`src/rtl/alu_ctrl.sv`:
```
// Request/response sequencer for a multi-unit ALU: latches one operation,
// waits for the addressed unit's valid flag (bounded by TIMEOUT) and returns the result.
module alu_ctrl #(
    parameter int Width   = 16,
    parameter int TIMEOUT = 4
) (
    input  logic                 CLK,
    input  logic                 RST,
    input  logic                 Req_Valid,
    output logic                 Req_Ready,
    input  logic [Width-1:0]     Req_A,
    input  logic [Width-1:0]     Req_B,
    input  logic [3:0]           Req_FUN,
    output logic [Width-1:0]     ALU_A,
    output logic [Width-1:0]     ALU_B,
    output logic [3:0]           ALU_FUN,
    input  logic [2*Width-1:0]   Arith_OUT,
    input  logic [Width-1:0]     Logic_OUT,
    input  logic [Width-1:0]     Shift_OUT,
    input  logic [Width-1:0]     CMP_OUT,
    input  logic                 Arith_Flag,
    input  logic                 Logic_Flag,
    input  logic                 Shift_Flag,
    input  logic                 CMP_Flag,
    output logic                 Rsp_Valid,
    input  logic                 Rsp_Ready,
    output logic [2*Width-1:0]   Rsp_Data,
    output logic [1:0]           Rsp_Unit,
    output logic                 Rsp_Err
);

    // The timeout fires on the WAIT cycle whose count would reach TIMEOUT.
    localparam logic [7:0] CNT_LAST = 8'(TIMEOUT - 1);

    typedef enum logic [1:0] {
        S_IDLE  = 2'd0,
        S_ISSUE = 2'd1,
        S_WAIT  = 2'd2,
        S_RESP  = 2'd3
    } state_t;

    state_t               r_state;
    state_t               w_state_nxt;

    logic [Width-1:0]     r_alu_a;
    logic [Width-1:0]     r_alu_b;
    logic [3:0]           r_alu_fun;
    logic [7:0]           r_cnt;
    logic                 r_req_ready;
    logic                 r_rsp_valid;
    logic [2*Width-1:0]   r_rsp_data;
    logic [1:0]           r_rsp_unit;
    logic                 r_rsp_err;

    logic                 w_load_req;
    logic                 w_clr_cnt;
    logic                 w_inc_cnt;
    logic                 w_cap_ok;
    logic                 w_cap_err;
    logic                 w_sel_flag;
    logic [2*Width-1:0]   w_sel_data;

    function automatic logic [2*Width-1:0] zext(input logic [Width-1:0] v);
        return {{Width{1'b0}}, v};
    endfunction

    assign Req_Ready = r_req_ready;
    assign Rsp_Valid = r_rsp_valid;
    assign Rsp_Data  = r_rsp_data;
    assign Rsp_Unit  = r_rsp_unit;
    assign Rsp_Err   = r_rsp_err;
    assign ALU_A     = r_alu_a;
    assign ALU_B     = r_alu_b;
    assign ALU_FUN   = r_alu_fun;

    // Route the flag and result of the unit addressed by the latched opcode.
    always_comb begin
        w_sel_flag = 1'b0;
        w_sel_data = {(2*Width){1'b0}};
        case (r_alu_fun[3:2])
            2'b00: begin
                w_sel_flag = Arith_Flag;
                w_sel_data = Arith_OUT;
            end
            2'b01: begin
                w_sel_flag = Logic_Flag;
                w_sel_data = zext(Logic_OUT);
            end
            2'b10: begin
                w_sel_flag = CMP_Flag;
                w_sel_data = zext(CMP_OUT);
            end
            2'b11: begin
                w_sel_flag = Shift_Flag;
                w_sel_data = zext(Shift_OUT);
            end
            default: begin
                w_sel_flag = 1'b0;
                w_sel_data = {(2*Width){1'b0}};
            end
        endcase
    end

    // Next-state and datapath-enable decode.
    always_comb begin
        w_state_nxt = r_state;
        w_load_req  = 1'b0;
        w_clr_cnt   = 1'b0;
        w_inc_cnt   = 1'b0;
        w_cap_ok    = 1'b0;
        w_cap_err   = 1'b0;
        case (r_state)
            S_IDLE: begin
                if (Req_Valid) begin
                    w_load_req  = 1'b1;
                    w_state_nxt = S_ISSUE;
                end else begin
                    w_state_nxt = S_IDLE;
                end
            end
            S_ISSUE: begin
                w_clr_cnt   = 1'b1;
                w_state_nxt = S_WAIT;
            end
            S_WAIT: begin
                // A flag on the final counted cycle still beats the timeout.
                if (w_sel_flag) begin
                    w_cap_ok    = 1'b1;
                    w_state_nxt = S_RESP;
                end else if (r_cnt >= CNT_LAST) begin
                    w_cap_err   = 1'b1;
                    w_state_nxt = S_RESP;
                end else begin
                    w_inc_cnt   = 1'b1;
                    w_state_nxt = S_WAIT;
                end
            end
            S_RESP: begin
                if (r_rsp_valid && Rsp_Ready) begin
                    w_state_nxt = S_IDLE;
                end else begin
                    w_state_nxt = S_RESP;
                end
            end
            default: begin
                w_state_nxt = S_IDLE;
            end
        endcase
    end

    // State register plus the handshake outputs registered from the next state.
    always_ff @(posedge CLK) begin
        if (RST) begin
            r_state     <= S_IDLE;
            r_req_ready <= 1'b1;
            r_rsp_valid <= 1'b0;
        end else begin
            r_state     <= w_state_nxt;
            r_req_ready <= (w_state_nxt == S_IDLE);
            r_rsp_valid <= (w_state_nxt == S_RESP);
        end
    end

    // Operand latch driving the ALU; held in every state except the accept cycle.
    always_ff @(posedge CLK) begin
        if (RST) begin
            r_alu_a   <= {Width{1'b0}};
            r_alu_b   <= {Width{1'b0}};
            r_alu_fun <= 4'd0;
        end else if (w_load_req) begin
            r_alu_a   <= Req_A;
            r_alu_b   <= Req_B;
            r_alu_fun <= Req_FUN;
        end else begin
            r_alu_a   <= r_alu_a;
            r_alu_b   <= r_alu_b;
            r_alu_fun <= r_alu_fun;
        end
    end

    // WAIT-cycle counter.
    always_ff @(posedge CLK) begin
        if (RST) begin
            r_cnt <= 8'd0;
        end else if (w_clr_cnt) begin
            r_cnt <= 8'd0;
        end else if (w_inc_cnt) begin
            r_cnt <= r_cnt + 8'd1;
        end else begin
            r_cnt <= r_cnt;
        end
    end

    // Response capture; contents stay frozen until the next capture.
    always_ff @(posedge CLK) begin
        if (RST) begin
            r_rsp_data <= {(2*Width){1'b0}};
            r_rsp_unit <= 2'd0;
            r_rsp_err  <= 1'b0;
        end else if (w_cap_ok) begin
            r_rsp_data <= w_sel_data;
            r_rsp_unit <= r_alu_fun[3:2];
            r_rsp_err  <= 1'b0;
        end else if (w_cap_err) begin
            r_rsp_data <= {(2*Width){1'b0}};
            r_rsp_unit <= r_alu_fun[3:2];
            r_rsp_err  <= 1'b1;
        end else begin
            r_rsp_data <= r_rsp_data;
            r_rsp_unit <= r_rsp_unit;
            r_rsp_err  <= r_rsp_err;
        end
    end

endmodule

```
`config.mk`:
```
export PLATFORM = sky130hd
export DESIGN_NAME = alu_ctrl
export DESIGN_NICKNAME = d
export VERILOG_FILES = /design/src/rtl/alu_ctrl.sv
export SDC_FILE = /design/constraint.sdc
export NUM_CORES = 1
export LEC_CHECK = 0
export ABC_CLOCK_PERIOD_IN_PS = 4900
export CORE_MARGIN = 10
export CORE_UTILIZATION = 25
export DETAILED_ROUTE_END_ITERATION = 10
export GPL_TIMING_DRIVEN = 1
export PLACE_DENSITY = 0.6
export SLEW_MARGIN = 20
export SYNTH_ARGS = -nofsm -noshare
export SYNTH_HDL_FRONTEND = slang
export SYNTH_SLANG_ARGS = --single-unit
```
`constraint.sdc`:
```
create_clock -name CLK -period 4.9 [get_ports CLK]
set_input_delay 0.98 -clock CLK [delete_from_list [all_inputs] [get_ports CLK]]
set_output_delay 0.98 -clock CLK [all_outputs]
set_load 0.02 [all_outputs]
```
### Yosys cells after proc, flatten, opt, wreduce, memory -nomap -nowiden

Index checks and enable logic that the tools add are counted.
Widths: inputs -> output; s select.

| word-level totals | value |
|---|---|
| register bits | 83 |
| bits of input ports | 124 |
| logic and storage cells | 48 |

| operators by class | value |
|---|---|
| add/subtract/negate cells | 1 |
| order comparisons | 1 |
| equal/unequal tests | 7 |
| multiplexer cells | 22 |
| reductions and logical operators | 7 |

Operators with widths:

| cell | count |
|---|---|
| $pmux 32 s4 | 1 |
| $mux 32 | 2 |
| $mux 1 | 14 |
| $eq 2x2->1 const B | 5 |
| $add 8x1->8 const B | 1 |
| $ge 8x2->1 const B | 1 |
| $pmux 2 s4 | 1 |
| $logic_not 2->1 | 3 |
| $mux 2 | 3 |
| $eq 2x1->1 const B | 2 |
| $pmux 1 s4 | 1 |
| $reduce_or 2->1 | 2 |
| $reduce_bool 2->1 | 1 |
| $logic_and 1x1->1 | 1 |

### Longest topological paths before layout

Gate-level depths: netlist of run 1.

| logic depth | value |
|---|---|
| depth in word-level cells | 6 |
| depth in mapped cells | 6 |

### Least setup slack after synthesis of run 1

OpenSTA, ideal clock, no wires.

| path | value |
|---|---|
| path type | input to register |
| start | input Shift_Flag |
| end | register r_cnt[0] |
| arrival time | 1.952 ns |
| required time | 4.785 ns |
| setup slack | 2.833 ns |
| stages | 4 |
| buffers on the path | 0 |
| cell sequence | mux4_2 -> nor4b_4 -> xor2_1 -> and2_1 |

| between the ends | value |
|---|---|
| longest elaborated chain between the ends | 3 |

Ends and longest elaborated chain:

| item | RTL line | text |
|---|---|---|
| start: declaration | 23 | `input logic Shift_Flag,` |
| $pmux 1 s4 | 80 | `case (r_alu_fun[3:2])` |
| $mux 1 | 127 | `if (w_sel_flag) begin` |
| $mux 1 | 112 | `case (r_state)` |
| end signal: assignment | 188 | `r_cnt <= r_cnt + 8'd1;` |
| end signal: assignment | 190 | `r_cnt <= r_cnt;` |
| end: declaration | 48 | `logic [7:0] r_cnt;` |

No other way between the ends.
A chain may end at the register's enable or synchronous reset.

### Worst setup path after layout of run 1

| path | value |
|---|---|
| start | register r_alu_fun[2] (netlist: ALU_FUN[2]) |
| end | output ALU_FUN[2] |

RTL lines:

| item | RTL line | text |
|---|---|---|
| start: declaration | 47 | `logic [3:0] r_alu_fun;` |
| start signal: assignment | 173 | `r_alu_fun <= Req_FUN;` |
| start signal: assignment | 177 | `r_alu_fun <= r_alu_fun;` |
| end: declaration | 16 | `output logic [3:0] ALU_FUN,` |

No word-level cell between the ends.

==> results of run 1 <==
## through the flow
step | setup WS, ns | hold WS [ns] | cell area (µm²) | power, W | instances
2_1_floorplan | 2.83 | 0.431 | 3290 | 0.000919 | 327
3_3_place_gp | 1.90 | 0.441 | 5390 | 0.00112 | 676
3_5_place_dp | 1.75 | 0.446 | 5390 | 0.00112 | 676
4_1_cts | 1.90 | 0.455 | 5680 | 0.00181 | 692
5_1_grt | 1.82 | 0.473 | 5700 | 0.00186 | 693
6_report | 2.01 | 0.451 | 5700 | 0.00178 | 693
## synth_stat cells (3+ instances only)
library cell / count
dfxtp_1: 83
nand2_1: 75
a21oi_1: 39
inv_1: 17
mux4_2: 17
a22o_1: 16
o2bb2ai_1: 16
clkbuf_1: 9
and2_1: 8
buf_2: 6
nand2b_1: 6
mux2i_1: 4
nor2_1: 4
buf_1: 3
nor3_1: 3
## worst reg2reg max path, cell delays in order (launching register included)
cell and delay [ns]:
dfxtp_1 0.70, mux2i_1 0.35, o22ai_2 0.17, nor3_4 0.61, buf_8 0.24, a22o_1 0.15
## path summary, 6_finish.rpt
check,depth (start not counted),startpoint,endpoint
max,1,ALU_FUN[2]$_SDFFE_PP0P_,ALU_FUN[2]
min,2,ALU_B[13]$_SDFFE_PP0P_,ALU_B[13]$_SDFFE_PP0P_
max reg2reg,5,ALU_FUN[3]$_SDFFE_PP0P_,Rsp_Data[20]$_SDFFE_PP0P_
min reg2reg,2,ALU_B[13]$_SDFFE_PP0P_,ALU_B[13]$_SDFFE_PP0P_
## power by group
group          leakage, nW  internal (W)  switching, W
clock network        0.143      0.000396      0.000276
registers            0.676      0.000713     0.0000323
logic                 1.29      0.000206      0.000154
total                 2.11       0.00131      0.000463
## state kept, by name (all words and copies together) (netlist names)
register   flops
ALU_A         16
ALU_B         16
ALU_FUN        4
Req_Ready      1
Rsp_Data      32
Rsp_Err        1
Rsp_Unit       2
Rsp_Valid      1
r_cnt          8
r_state        2
## kinds of logic (layout without fill, tap and decap cells)
kind of cell               Yosys count  count (layout)  synth area share (%)
and+or+nand+nor                    107             107                  15.4
adders and majority gates            1               1                 0.380
AOI/OAI and AO/OA                   75              75                  15.5
xor gates and xnor gates             1               1                 0.266
muxes                               21              21                  12.8
buffers and inverters               39             233                  5.16
DFF                                 83              83                  50.4
## layer usage
metal | wire [µm] | up-vias
li1 | - | 1514
met1 | 4930 | 1415
met2 | 5510 | 127
met3 | 1380 | 9
met4 | 114 | 0
met5 | 0 | -
## layout make-up
type,count,area [µm²],area share (%)
sequential,83,1660,29.2
tap,172,215,3.78
clock buffer,10,229,4.02
clock inverter,6,65.1,1.14
multi-input combinational,205,1470,25.8
timing repair buffer,200,1990,35.0
inverter,17,63.8,1.12
==> flow_summary.ini, run 1 <==
[layout]
area_growth_pct = 73.0
final_cell_mix = 195 x clkdlybuf4s50_1, 82 x dfxtp_1, 75 x nand2_1, 39 x a21oi_1
nNetsFinal = 641
fin_util_pct = 44.6
drive_gt1_share_pct = 8.45
diodes = 0
final_common_cell = clkdlybuf4s50_1
fillers = 1208

[sta]
drv_slew = 0
slew_headroom_pct = 37.7
setup_viol = 0
finalClockSkew_ns = 0.00498
finalSetupTns_ns = 0
period_needed_ns = 2.89
fin_crit_sh_pct = 59.1
fmax_ghz = 0.346
rsz0062_at_grt = false
worst-slew-pin-transition_ns = 0.935
finalHoldViolations = 0

[clock_network]
cts.sinks = 83
cts_buffers = 9
clockBufferDepth = 2
cts_setup_buffers = 0
cts_root_buf = clkbuf_16
ctsResizeCount = 0
clkTransAtPathRegs_ns = 0.06
htreeDepth = 3
cts_tree = built
hold_buffers = 0
clock_latency_ns = 0.34

[routing]
dr_total_vias = 3065
antenna_left = 0
drtIter0Drc = 107
wl_um = 11900
wl_per_cell_um = 17.2
drc = 0
vias_per_cell = 4.42
first_pass_iters = 4

[floorplan]
io_pins = 197
dieArea_um2 = 18200
die_w_um = 135
initial_utilization_pct = 25.8
rows = 41
die_h_um = 135
core-area_um2 = 12800

[global_route]
grt_use_total_pct = 12.6
grt_use_met1_pct = 13.6
antenna_found_initial = 0
grt_max_degree = 49
grt_most_used_layer = met2
grt_pass1_vias = 3441
grtUsageMet2_pct = 20.5
grt_first_pass_wirelength_um = 18200
grt_util_met3_pct = 7.68
grt.overflow.total = 0

[synthesis]
synth_cells = 327
synth_edf_count = 0
synth_area_leaders = dfxtp_1 50%, mux4_2 12%, nand2_1 8.5%, a21oi_1 5.9%, a22o_1 4.3%
synth.top_cell.area_share_pct = 50.4
synth-seq-cells = 83
yosys.area.top_type = dfxtp_1
synth_warnings = 0
synth_area_um2 = 3290
ys_seq_area_share_pct = 50.4
synth.distinct_cells = 34
syn-num-nets = 452
syn_avg_cell_area_um2 = 10.1
ys.flop_type = dfxtp_1
synth-async-reset-ratio_pct = 0

[critical_path]
rrSetupSlack_ns = 2.62
required_ns = 3.92
cp_top_family = flip-flops
cp_max_fo = 23
crit_chain = clkdlybuf4s50_1
worstPathArrival_ns = 1.91
cp_num_buf_inv = 1
critical_path.slowest_cell = dfxtp_2
critPathLaunchType = flop
worstSetupPathType = flop to primary output
slowest_delay_ns = 0.81
crit_path_end_kind = primary output

[placed_design]
routabilityCongestion = 0.780
io_buffers = 196
dpl.hpwl_um = 9190

[flow_run]
cap_viol_max_count = 0

[pwr]
p_leak_nw = 2.11
vdd_ir_drop_max_v = 0.000193
power_density_nw_per_um2 = 312

[outcome]
outcome = finished clean

[min_path]
min_path_type = flop to flop
Power figures use the tool's default switching activity.
==> run 2, diff against run 1 <==
--- a/config.mk
+++ b/config.mk
@@ -5,12 +5,12 @@
 export SDC_FILE = /design/constraint.sdc
 export NUM_CORES = 1
 export LEC_CHECK = 0
-export ABC_CLOCK_PERIOD_IN_PS = 4900
+export ABC_CLOCK_PERIOD_IN_PS = 2600
 export CORE_MARGIN = 10
 export CORE_UTILIZATION = 25
 export DETAILED_ROUTE_END_ITERATION = 10
 export GPL_TIMING_DRIVEN = 1
-export PLACE_DENSITY = 0.6
+export PLACE_DENSITY = 0.63
 export SLEW_MARGIN = 20
 export SYNTH_ARGS = -nofsm -noshare
 export SYNTH_HDL_FRONTEND = slang
==> constraint.sdc (replaced) <==
create_clock -name CLK -period 2.6 [get_ports CLK]
set_input_delay 0.52 -clock CLK [delete_from_list [all_inputs] [get_ports CLK]]
set_output_delay 0.52 -clock CLK [all_outputs]
set_load 0.02 [all_outputs]
==> flow_summary.ini, run 2 (synthesis gave the netlist of run 1 again) <==
[outcome]
outcome = finished clean

[pwr]
vdd_ir_drop_max_v = 0.000466
pwr-share-clk_pct = 37.5
power.switching_w = 0.000874
power_density_nw_per_um2 = 584
swShare_pct = 26.0
p_leak_nw = 2.13
combPwrFrac_pct = 21.3
p_int_w = 0.00249
seq_power_share_pct = 41.3

[sta]
slew_headroom_pct = 51.5
finalHoldViolations = 0
fin_crit_sh_pct = 87.4
holdWs_ns = 0.454
drv_slew = 0
rsz0062_at_grt = false
setup_viol = 0
period_needed_ns = 2.27
finalClockSkew_ns = 0.00393
fmax_ghz = 0.440
worst-slew-pin-transition_ns = 0.725

[clock_network]
hold_buffers = 0
clkTransAtPathRegs_ns = 0.06
cts_setup_buffers = 0
htreeDepth = 3
cts_tree = built
cts.sinks = 83
clockBufferDepth = 2
clock_latency_ns = 0.34
ctsResizeCount = 0
cts_root_buf = clkbuf_16
cts_buffers = 9

[floorplan]
io_pins = 197
initial_utilization_pct = 25.8
core-area_um2 = 12800
rows = 41
dieArea_um2 = 18200
die_w_um = 135
die_h_um = 135

[placed_design]
routabilityCongestion = 0.854
dpl.hpwl_um = 9650
io_buffers = 196

[critical_path]
worstPathArrival_ns = 1.75
critPathLaunchType = flop
required_ns = 2.08
crit_chain = buf_4 > clkdlybuf4s50_1
cp_max_fo = 19
worstSetupPathType = flop to primary output
critical_path.slowest_cell = clkdlybuf4s50_1
crit_path_end_kind = primary output
slowest_delay_ns = 0.66

[routing]
wl_um = 12200
vias_per_cell = 4.47
antenna_left = 0
first_pass_iters = 4
dr_total_vias = 3117
wl_per_cell_um = 17.5
drtIter0Drc = 76
drc = 0

[global_route]
grt_use_total_pct = 13.0
grt.overflow.total = 0
grt_pass1_vias = 3284
antenna_found_initial = 1
grt_max_degree = 47
grt_first_pass_wirelength_um = 18600

[layout]
fin_util_pct = 45.0
drive_gt1_share_pct = 8.95
largest_reg_flops = 32
final_common_cell = clkdlybuf4s50_1
diodes = 0
final_cell_mix = 195 x clkdlybuf4s50_1, 83 x dfxtp_1, 75 x nand2_1, 39 x a21oi_1
area_growth_pct = 74.7
nNetsFinal = 645

[flow_run]
cap_viol_max_count = 0

[min_path]
min_path_type = flop to flop
## run 2: cell types whose count changed in the layout (fill, tap and decap cells not counted), sizes merged
cell | before | now
buf | 5 | 9
clkinv | 3 | 2
clkinvlp | 1 | 3
inv | 18 | 17
## run 2: power groups by stage
stage | sequential, W | clock, W | combinational [W]
2_1_floorplan | 0.00149 | 0 | 0.000242
3_3_place_gp | 0.00141 | 0 | 0.000711
3_5_place_dp | 0.00142 | 0 | 0.000719
4_1_cts | 0.00139 | 0.00131 | 0.000723
5_1_grt | 0.00140 | 0.00136 | 0.000769
6_report | 0.00139 | 0.00126 | 0.000715
## run 2: path summary, 6_finish.rpt
kind,end,startpoint,cells after the start,slack [ns]
max,ALU_FUN[3],ALU_FUN[3]$_SDFFE_PP0P_,2,0.33
min reg2reg,ALU_B[13]$_SDFFE_PP0P_,ALU_B[13]$_SDFFE_PP0P_,2,0.45
max reg2reg,r_cnt[0]$_SDFFE_PP0P_,ALU_FUN[2]$_SDFFE_PP0P_,5,0.60
min,ALU_B[13]$_SDFFE_PP0P_,ALU_B[13]$_SDFFE_PP0P_,2,0.45
## run 2: critical path, delay by kind of cell (launching register included)
family	cells	cell delay, ns
flops	1	0.44
buf+inv	2	0.97
## run 2: metal layers
layer	share of wire [%]	wire (µm)	track usage [%]	vias up
met3	12	1480	6.68	9
met5	0	0	0	-
li1	-	-	-	1526
met4	0.93	114	3.69	0
met2	47	5730	20.7	141
met1	40	4880	14.9	1441
## run 2: cell type report
type | instances | area (µm²)
clock inverters | 6 | 66.3
inverters | 17 | 63.8
fillers | 1187 | 7020
multi-input cells | 205 | 1470
flip-flops and latches | 83 | 1660
well taps | 172 | 215
repair buffers | 204 | 2050
clock buffers | 10 | 229
## run 2: through the flow
step / setup slack (ns) / cell area, µm² / setup TNS (ns) / std cells / total power [W]
final: 0.327 / 5750 / 0 / 697 / 0.00336
after detailed placement: -0.0542 / 5440 / -0.819 / 680 / 0.00213
after global routing: 0.246 / 5750 / 0 / 697 / 0.00352
after floorplan: 0.794 / 3290 / 0 / 327 / 0.00173
after CTS: 0.293 / 5740 / 0 / 696 / 0.00342
after global placement: 0.0404 / 5440 / 0 / 680 / 0.00212
==> run 3, diff against run 2 <==
--- a/config.mk
+++ b/config.mk
@@ -6,6 +6,7 @@
 export NUM_CORES = 1
 export LEC_CHECK = 0
 export ABC_CLOCK_PERIOD_IN_PS = 2600
+export CORE_ASPECT_RATIO = 1.75
 export CORE_MARGIN = 10
 export CORE_UTILIZATION = 25
 export DETAILED_ROUTE_END_ITERATION = 10
==> flow_summary.ini, run 3 (synthesis gave the netlist of run 1 again) <==
[sta]
slew_headroom_pct = 58.0
finalHoldViolations = 0
rsz0062_at_grt = false
worst-slew-pin-transition_ns = 0.629
fin_crit_sh_pct = 88.7
fmax_ghz = 0.434
drv_slew = 0
finalSetupTns_ns = 0
finalWorstSetupSlack_ns = 0.295
finalClockSkew_ns = 0.00818
period_needed_ns = 2.31
setup_viol = 0

[routing]
wl_per_cell_um = 17.3
wl_um = 12000
first_pass_iters = 4
drc = 0
vias_per_cell = 4.50
antenna_left = 0
drtIter0Drc = 49
dr_total_vias = 3131

[clock_network]
clkTransAtPathRegs_ns = 0.06
cts_root_buf = clkbuf_16
hold_buffers = 0
cts_tree = built
clock_latency_ns = 0.33
cts_buffers = 9
cts.sinks = 83
ctsResizeCount = 0
clockBufferDepth = 2
htreeDepth = 3
cts_setup_buffers = 0

[floorplan]
core-area_um2 = 12900
die_h_um = 172
dieArea_um2 = 18400
die_w_um = 107
initial_utilization_pct = 25.5
io_pins = 197
rows = 55

[critical_path]
cp_top_family = buffers and inverters
required_ns = 2.08
crit_path_end_kind = primary output
reg2reg_depth = 4
worstSetupPathType = flop to primary output
cp_num_buf_inv = 1
worstReg2RegEnd = Rsp_Data[0]$_SDFFE_PP0P_
worstPathArrival_ns = 1.79
critPathLaunchType = flop
cp_max_fo = 14
crit_chain = clkdlybuf4s50_1
critical_path.slowest_cell = clkdlybuf4s50_1
r2r-start = ALU_FUN[3]$_SDFFE_PP0P_
rrSetupSlack_ns = 0.64
slowest_delay_ns = 0.73

[layout]
final_cell_mix = 195 x clkdlybuf4s50_1, 83 x dfxtp_1, 75 x nand2_1, 39 x a21oi_1
final_common_cell = clkdlybuf4s50_1
instances_no_fill = 696
diodes = 0
fin_util_pct = 44.7
drive_gt1_share_pct = 9.14
largest_reg_flops = 32
nNetsFinal = 645
area_growth_pct = 75.7

[global_route]
grt_use_met1_pct = 12.9
grt_max_degree = 33
grt_most_used_layer = met2
grt_util_met3_pct = 5.70
grtUsageMet2_pct = 22.6
grt_first_pass_wirelength_um = 18400
grt_use_total_pct = 12.7
grt.overflow.total = 0
antenna_found_initial = 0
grt_pass1_vias = 3373

[placed_design]
dpl.hpwl_um = 9870
routabilityCongestion = 0.800
dp_worst_setup_slack_ns = 0.403
dp.cells = 680
io_buffers = 196

[pwr]
p_leak_nw = 2.15
power_density_nw_per_um2 = 617
vdd_ir_drop_max_v = 0.000325

[flow_run]
cap_viol_max_count = 0

[outcome]
outcome = finished clean

[min_path]
min_from = ALU_A[12]$_SDFFE_PP0P_
whs_path_depth = 2
holdPathEnd = ALU_A[12]$_SDFFE_PP0P_
min_path_type = flop to flop
run 3: cell count changes in the layout (fill, tap and decap cells not counted), sizes merged:
| cell | delta |
|---|---|
| clkinv | -1 |
| inv | +1 |
| clkinvlp | -2 |
| bufinv | +2 |
run 3: worst max path at each step:
stage,from,slack (ns),endpoint,cells past startpoint
CTS,ALU_FUN[3]$_SDFFE_PP0P_,0.27,ALU_FUN[3],1
finish,ALU_FUN[3]$_SDFFE_PP0P_,0.29,ALU_FUN[3],1
detailed placement,Arith_Flag,0.40,Rsp_Data[0]$_SDFFE_PP0P_,5
global route,ALU_FUN[3]$_SDFFE_PP0P_,0.18,ALU_FUN[3],1
global placement,Arith_Flag,0.46,r_cnt[0]$_SDFFE_PP0P_,5
floorplan,ALU_FUN[2]$_SDFFE_PP0P_,0.79,Rsp_Data[10]$_SDFFE_PP0P_,5
run 3: report_power, final:
| group | switching (W) | internal, W | total [W] |
|---|---|---|---|
| clock network | 0.000512 | 0.000966 | 0.00148 |
| logic | 0.000304 | 0.000395 | 0.000699 |
| registers | 0.0000499 | 0.00134 | 0.00139 |
run 3: layout make-up:
class	instances	area (µm²)
Sequential cell	83	1660
Multi-Input combinational cell	205	1470
Fill cell	1291	7150
Inverter	17	63.8
Tap cell	171	214
Clock inverter	6	111
Clock buffer	10	239
Timing Repair Buffer	204	2030
run 3: through the flow:
| stage | hold WS, ns | total power [W] | cell area, µm² |
|---|---|---|---|
| after floorplan | 0.431 | 0.00173 | 3290 |
| after global placement | 0.442 | 0.00212 | 5440 |
| after detailed placement | 0.445 | 0.00213 | 5440 |
| after CTS | 0.457 | 0.00363 | 5790 |
| after global routing | 0.475 | 0.00374 | 5790 |
| final | 0.452 | 0.00357 | 5790 |
run 3: worst reg2reg max path, cell delays in order (launching register included):
cell,delay (ns)
dfxtp_1,0.72
mux2i_1,0.19
o22ai_2,0.31
nand2b_1,0.40
o2bb2ai_1,0.27
run 3: routing by layer:
metal  routed length [µm]  part of all wire [%]
met1                 4400                    37
met5                    0                     0
met3                 1080                   9.0
met4                  227                   1.9
met2                 6340                    53
